--- src/rtl/obi_ext_slave_guard.sv ---
// ============================================================================
//  Module   : obi_ext_slave_guard (with obi_pkg)
//  Brief    : OBI slave-port guard in front of an off-subsystem slave. Tracks
//             the single outstanding transaction, answers locally with a
//             poison value on response timeout, absorbs late responses and
//             quarantines a slave that never answers.
//  Revision : 1.0 - initial release
// ============================================================================
`default_nettype none

package obi_pkg;

   typedef struct packed {
      logic        req;
      logic        we;
      logic [3:0]  be;
      logic [31:0] addr;
      logic [31:0] wdata;
   } obi_req_t;

   typedef struct packed {
      logic        gnt;
      logic        rvalid;
      logic [31:0] rdata;
   } obi_resp_t;

endpackage : obi_pkg

module obi_ext_slave_guard
   import obi_pkg::*;
#(
   parameter int unsigned TIMEOUT_CYCLES = 255,
   parameter logic [31:0] ERR_RDATA      = 32'hBADCAB1E,
   parameter int unsigned CNT_W          = $clog2(TIMEOUT_CYCLES + 1)
) (
   input  logic       clk_i,
   input  logic       rst_ni,
   input  obi_req_t   bus_req_i,
   output obi_resp_t  bus_resp_o,
   output obi_req_t   slave_req_o,
   input  obi_resp_t  slave_resp_i,
   output logic       timeout_o,
   output logic       dead_o,
   input  logic       timeout_clr_i,
   output logic [7:0] timeout_cnt_o
);

   typedef enum logic [2:0] {
      S_IDLE    = 3'd0,
      S_WAIT_R  = 3'd1,
      S_TO_RESP = 3'd2,
      S_DRAIN   = 3'd3,
      S_DEAD    = 3'd4,
      S_DEAD_R  = 3'd5
   } state_t;

   // The counter is compared before it increments, so the limit test fires
   // on the cycle in which the count would reach TIMEOUT_CYCLES-1.
   localparam logic [CNT_W-1:0] c_LIMIT = CNT_W'(TIMEOUT_CYCLES - 2);

   state_t           r_state;
   logic [CNT_W-1:0] r_cnt;
   logic             r_timeout;
   logic             r_dead;
   logic [7:0]       r_to_cnt;
   logic             r_clr_pend;

   logic             w_limit;
   logic             w_dead_set;

   assign w_limit    = (r_cnt == c_LIMIT);
   assign w_dead_set = (r_state == S_DRAIN) && !slave_resp_i.rvalid && w_limit;

   // Transaction tracking FSM, timeout counter and sticky status flags.
   always_ff @(posedge clk_i or negedge rst_ni) begin
      if (!rst_ni) begin
         r_state    <= S_IDLE;
         r_cnt      <= '0;
         r_timeout  <= 1'b0;
         r_dead     <= 1'b0;
         r_to_cnt   <= 8'd0;
         r_clr_pend <= 1'b0;
      end else begin
         case (r_state)
            S_IDLE: begin
               if (bus_req_i.req && slave_resp_i.gnt) begin
                  r_state <= S_WAIT_R;
                  r_cnt   <= '0;
               end
            end
            S_WAIT_R: begin
               if (slave_resp_i.rvalid) begin
                  r_state <= S_IDLE;
               end else begin
                  r_cnt <= r_cnt + 1'b1;
                  if (w_limit) begin
                     r_state <= S_TO_RESP;
                  end
               end
            end
            S_TO_RESP: begin
               // A slave response landing exactly on the poison cycle is
               // treated as the late response and absorbed here.
               r_cnt   <= '0;
               r_state <= slave_resp_i.rvalid ? S_IDLE : S_DRAIN;
            end
            S_DRAIN: begin
               if (slave_resp_i.rvalid) begin
                  r_state <= S_IDLE;
               end else begin
                  r_cnt <= r_cnt + 1'b1;
                  if (w_limit) begin
                     r_state <= S_DEAD;
                  end
               end
            end
            S_DEAD: begin
               // A locally granted request must still be answered, so a
               // clear arriving together with it is remembered for DEAD_R.
               if (bus_req_i.req) begin
                  r_state    <= S_DEAD_R;
                  r_clr_pend <= timeout_clr_i;
               end else if (timeout_clr_i) begin
                  r_state <= S_IDLE;
               end
            end
            S_DEAD_R: begin
               r_clr_pend <= 1'b0;
               r_state    <= (timeout_clr_i || r_clr_pend) ? S_IDLE : S_DEAD;
            end
            default: begin
               r_state <= S_IDLE;
            end
         endcase

         // Setting the timeout flag wins over a same-cycle clear; the count
         // then restarts at one to reflect the timeout just taken.
         if (r_state == S_TO_RESP) begin
            r_timeout <= 1'b1;
            if (timeout_clr_i) begin
               r_to_cnt <= 8'd1;
            end else if (r_to_cnt != 8'hFF) begin
               r_to_cnt <= r_to_cnt + 8'd1;
            end
         end else if (timeout_clr_i) begin
            r_timeout <= 1'b0;
            r_to_cnt  <= 8'd0;
         end

         if (w_dead_set) begin
            r_dead <= 1'b1;
         end else if (timeout_clr_i) begin
            r_dead <= 1'b0;
         end
      end
   end

   // Per-state steering of the bus and slave handshakes; everything is held
   // at zero while reset is asserted, independent of the clock.
   always_comb begin
      bus_resp_o  = '0;
      slave_req_o = '0;
      if (rst_ni) begin
         case (r_state)
            S_IDLE: begin
               slave_req_o    = bus_req_i;
               bus_resp_o.gnt = slave_resp_i.gnt;
            end
            S_WAIT_R: begin
               bus_resp_o.rvalid = slave_resp_i.rvalid;
               bus_resp_o.rdata  = slave_resp_i.rvalid ? slave_resp_i.rdata : 32'h0;
            end
            S_TO_RESP, S_DEAD_R: begin
               bus_resp_o.rvalid = 1'b1;
               bus_resp_o.rdata  = ERR_RDATA;
            end
            S_DEAD: begin
               bus_resp_o.gnt = bus_req_i.req;
            end
            default: begin
            end
         endcase
      end
   end

   assign timeout_o     = r_timeout;
   assign dead_o        = r_dead;
   assign timeout_cnt_o = r_to_cnt;

endmodule : obi_ext_slave_guard

`default_nettype wire

--- config.mk ---
export PLATFORM = sky130hd
export DESIGN_NAME = obi_ext_slave_guard
export DESIGN_NICKNAME = d
export VERILOG_FILES = /design/src/rtl/obi_ext_slave_guard.sv
export SDC_FILE = /design/constraint.sdc
export NUM_CORES = 1
export LEC_CHECK = 0
export ABC_AREA = 0
export CAP_MARGIN = 40
export CORE_MARGIN = 2
export CORE_UTILIZATION = 33
export CTS_CLUSTER_DIAMETER = 100
export DETAILED_ROUTE_END_ITERATION = 8
export GPL_TIMING_DRIVEN = 0
export HOLD_SLACK_MARGIN = 0.05
export PLACE_DENSITY = 0.88
export SLEW_MARGIN = 25
export SYNTH_ARGS = -nofsm -noshare
export SYNTH_HDL_FRONTEND = slang
export SYNTH_SLANG_ARGS = --single-unit
--- constraint.sdc ---
create_clock -name clk_i -period 3.37 [get_ports clk_i]
set_clock_uncertainty 0.05 [all_clocks]
set_input_delay 0.674 -clock clk_i [delete_from_list [all_inputs] [get_ports clk_i]]
set_output_delay 0.674 -clock clk_i [all_outputs]
set_load 0.05 [all_outputs]
==> After elaboration in Yosys (flattened, before gate mapping) <==
Index checks and enable logic that the tools add are counted.
{ "op_classes": {"reduce_logical": 17, "n_addsub": 2, "n_mux": 28, "eq_ne": 13} }
{ "op_table": {"columns": ["op", "count"], "rows": [
  ["2-to-1 mux 70 bit", 2],
  ["case mux 33 bit (2 select lines)", 1],
  ["2-to-1 mux 8 bit", 6],
  ["2-to-1 mux 34 bit", 1],
  ["2-to-1 mux 32 bit", 1],
  ["2-to-1 mux 3 bit", 8],
  ["case mux 8 bit (3 select lines)", 1],
  ["case mux 3 bit (6 select lines)", 1],
  ["adder 8 x 1 -> 8 bit, second input constant", 2],
  ["!= test 3 bit, second input constant", 3],
  ["equality test 8 bit, second input constant", 1],
  ["!= test 8 bit, second input constant", 1],
  ["nonzero test 2 bit", 4],
  ["equality test 3 x 2 -> 1 bit, second input constant", 2],
  ["equality test 3 bit, second input constant", 2],
  ["!= test 2 bit, second input constant", 3],
  ["2-to-1 mux 1 bit", 4],
  ["case mux 1 bit (2 select lines)", 2],
  ["AND reduction 2 bit", 2],
  ["AND reduction 4 bit", 1],
  ["OR reduction 2 bit", 2],
  ["equality test 3 x 1 -> 1 bit, second input constant", 1],
  ["logical AND 1 bit", 3],
  ["zero test 3 bit", 1],
  ["5 further kinds", 5]
]} }
{ "totals": {"word_cells": 66, "output_inout_bits": 114, "reg_bits": 22, "in_bits": 107} }

==> Longest topological paths before layout <==
{ "depth": {"word_depth": 4, "mapped_depth": 6, "depth_no_buf": 5} }

==> Least setup slack after synthesis <==
OpenSTA, ideal clock, no wires.
{ "synth_timing": {"path_type": "input-to-output", "from": "input slave_resp_i[32] (netlist bit)", "to": "output bus_resp_o[18] (netlist bit)", "n_path_buf": 1, "t_arrival_ns": 2.254, "path_slack_ns": 0.392, "stages": 4, "t_required_ns": 2.646, "cell_sequence": "or2_2 a31oi_1 clkbuf_1 nor3b_1"} }
{ "synth_lines": {"columns": ["item", "line", "rtl"], "rows": [
  ["start: declaration", "41", "input obi_resp_t slave_resp_i,"],
  ["end: declaration", "39", "output obi_resp_t bus_resp_o,"]
]} }

==> run_results.csv <==
group,metric,value,unit
status,status,"finished clean",
cts,cts_made_buffers,3,
global_route,grt_usage,0.267,
global_route,via_count_of_the_first_global_routing_pass,2911,
cts,cts.clk_slew.worst_paths,0.08,ns
routing,detail_route.vias_per_cell,5.08,
worst_setup_path,path_buf_inv,3,
cts,cts_root_buf,"clkbuf_8",
worst_setup_path,critical_path.slowest_cell,"clkdlybuf4s50_1",
finish,fin_nets,623,
worst_setup_path,rr_worst_depth,4,
floorplan,dieArea,7500,µm²
worst_setup_path,crit_arrival,2.57,ns
finish,layout_cells_sized_above_1,0.117,
routing,drt-pass1-iter-count,4,
routing,wl_per_cell,18.0,µm
yosys,synthesis.nets,400,
routing,route.vias.total,3001,
finish,multi_input_gate_area,1560,µm²
yosys,syn_avg_cell_area,7.76,µm²
place,finalWeightedCongestion,0.867,
cts,tritoncts_num_sinks,22,
yosys,synth-warning-count,0,
finish,layout.cells.non_filler,591,
pwr,finalPower,1.08,mW
yosys,synth_cell_type_count,52,
yosys,dominantRegCellSynth,"dfrtp_1",
global_route,overflow,0,
yosys,post_synth_instance_area,2250,µm²
yosys,post_syn_instances,290,
finish,finalCoreUtilization,0.652,
worst_setup_path,path_cells,"clkdlybuf4s50_1 -> or2_2 -> a31oi_1 -> clkbuf_4 -> nor3b_1 -> dlygate4sd2_1",
finish,area_growth,93.5,%
pwr,static-leakage-power,1.97,nW
sta,max_freq,304,MHz
cts,post-cts-setup-buffers,0,
sta,drv_slew,0,
worst_setup_path,critical_path_end_type,"output port",
global_route,antenna_found_initial,0,
global_route,grt_pass1_wl,15500,µm
floorplan,initial_core_util,0.337,
worst_setup_path,timing_worst_setup_path_type,"in -> out",
finish,regArea,551,µm²
sta,slew-limit-headroom,0.585,
worst_setup_path,reg2reg_from,"timeout_cnt_o[0]$_DFFE_PN0P_",
floorplan,rows,30,
worst_setup_path,timing.reg2reg.setup_slack,1.64,ns
yosys,async_flop_share,1.00,
floorplan,core,6680,µm²
place,place.detailed.instances,588,
worst_setup_path,cpLargestDelayFamily,"buffers and inverters",
min_path,hold_path.class,"in -> async",
sta,setup_viol,0,
sta,hold_ws,0.252,ns
cts,post_cts.resized_instances,101,
finish,antennaDiodeCount,0,
routing,finalWirelength,10600,µm
worst_setup_path,worst_r2r_endpoint,"timeout_cnt_o[7]$_DFFE_PN0P_",
pwr,vdd_drop_max,0.000163,V
yosys,number_of_enable_flip_flop_cells_after_synthesis,0,
worst_setup_path,timing.critical_path.required,2.65,ns
floorplan,die_w,86.6,µm
cts,clk-insertion-delay-late,0.26,ns
sta,finalWorstPathRequiredPeriod,3.29,ns
routing,initialDrtViolationCount,108,
global_route,grt_start_max_net_pins,26,
place,place.port_buffers,218,
yosys,synth-seq-cells,22,
cts,cts_htree_levels,1,
job,max_cap_violations,0,
sta,post-route-period-util,0.976,
cts,tritoncts,"done",
floorplan,chipHeight,86.6,µm
finish,fillCellCount,619,
yosys,yosysSeqAreaShare,0.245,
pwr,power-per-cell-area,247,nW/µm²
cts,hold_buffers,0,
floorplan,design.portCount,221,
worst_setup_path,critPathLaunchType,"input pin",
sta,timing_worst_slew_pin_value,0.621,ns
place,hpwlAfterDp,8750,µm
routing,drtAntennaViolNets,0,
cts,cts-root-to-sink-buffers,2,
worst_setup_path,crit_path_max_fanout,10,
sta,finalHoldViolCount,0,
worst_setup_path,critical_path_max_stage_delay,0.50,ns
routing,drc,0,
final cells by class:
type / instances / area share
Timing Repair Buffer: 218 / 0.449
Multi-Input combinational cell: 236 / 0.357
Sequential cell: 22 / 0.126
Buffer: 25 / 0.0287
Tap cell: 80 / 0.0230
Clock buffer: 3 / 0.00948
Inverter: 7 / 0.00603
metal layers:
metal  routed length (µm)  track usage  vias to the layer above
met3                  721       0.0429                        9
met4                  150       0.0682                        0
met5                    0            0                        -
li1                     -            -                     1457
met1                 4430        0.338                     1402
met2                 5310        0.471                      133
how the worst max path moves through the flow:
stage,slack [ns],to,cells past startpoint,startpoint
after floorplan,0.39,bus_resp_o[18],4,slave_resp_i[32]
after global placement,-1.31,slave_req_o[66],7,rst_ni
after detailed placement,-0.49,slave_req_o[68],7,rst_ni
after CTS,0.03,slave_req_o[68],7,rst_ni
after global routing,-0.01,bus_resp_o[1],6,slave_resp_i[32]
final,0.08,bus_resp_o[20],6,slave_resp_i[32]
where the power goes:
part           switching (mW)  internal (mW)
Combinational           0.394          0.231
Sequential             0.0133          0.272
Clock                  0.0871         0.0799
cell families (layout without fill, tap and decap cells):
kind of cell,count (synthesis),after routing,share of synthesized area
and+or+nand+nor,180,180,0.499
AOI/OAI and AO/OA,45,45,0.139
buffers and inverters,32,253,0.0645
DFF,22,22,0.245
muxes,8,8,0.0361
adders and majority gates,3,3,0.0167
registers in the layout (all words and copies together), names as in the netlist:
register and flops:
timeout_o 1, dead_o 1, timeout_cnt_o 8, r_state 3
r_clr_pend 1, r_cnt 8
stage by stage:
stage                     instance area (µm²)  TNS (ns)  setup WS (ns)
after floorplan                          2250         0          0.392
after global placement                   4530   -111.11          -1.31
after detailed placement                 4530    -34.78         -0.489
after CTS                                4450         0         0.0280
after global routing                     4360   -0.0552        -0.0123
final                                    4360         0         0.0794
synth_stat cells (6+ instances only):
library cell / count / area share
and2_1: 82 / 0.23
nor3_1: 25 / 0.056
dfrtp_1: 22 / 0.24
nor3b_1: 20 / 0.067
clkbuf_1: 14 / 0.023
a21oi_1: 10 / 0.022
o21ai_0: 10 / 0.022
nand2_1: 8 / 0.013
buf_2: 7 / 0.016
mux2i_1: 7 / 0.031
inv_1: 6 / 0.010
nand2b_1: 6 / 0.017
nor4_1: 6 / 0.017
cell usage in the layout (no fill, tap or decap), types with 6 or more instances in the layout:
master             n
clkdlybuf4s50_1  117
and2_1            82
dlygate4sd2_1     46
clkbuf_2          34
nor3_1            25
dfrtp_1           22
nor3b_1           20
clkdlybuf4s15_1   18
clkbuf_1          13
a21oi_1           10
o21ai_0           10
nand2_1            8
mux2i_1            7
inv_1              6
buf_2              6
nand2b_1           6
nor4_1             6
Power figures use the tool's default switching activity.
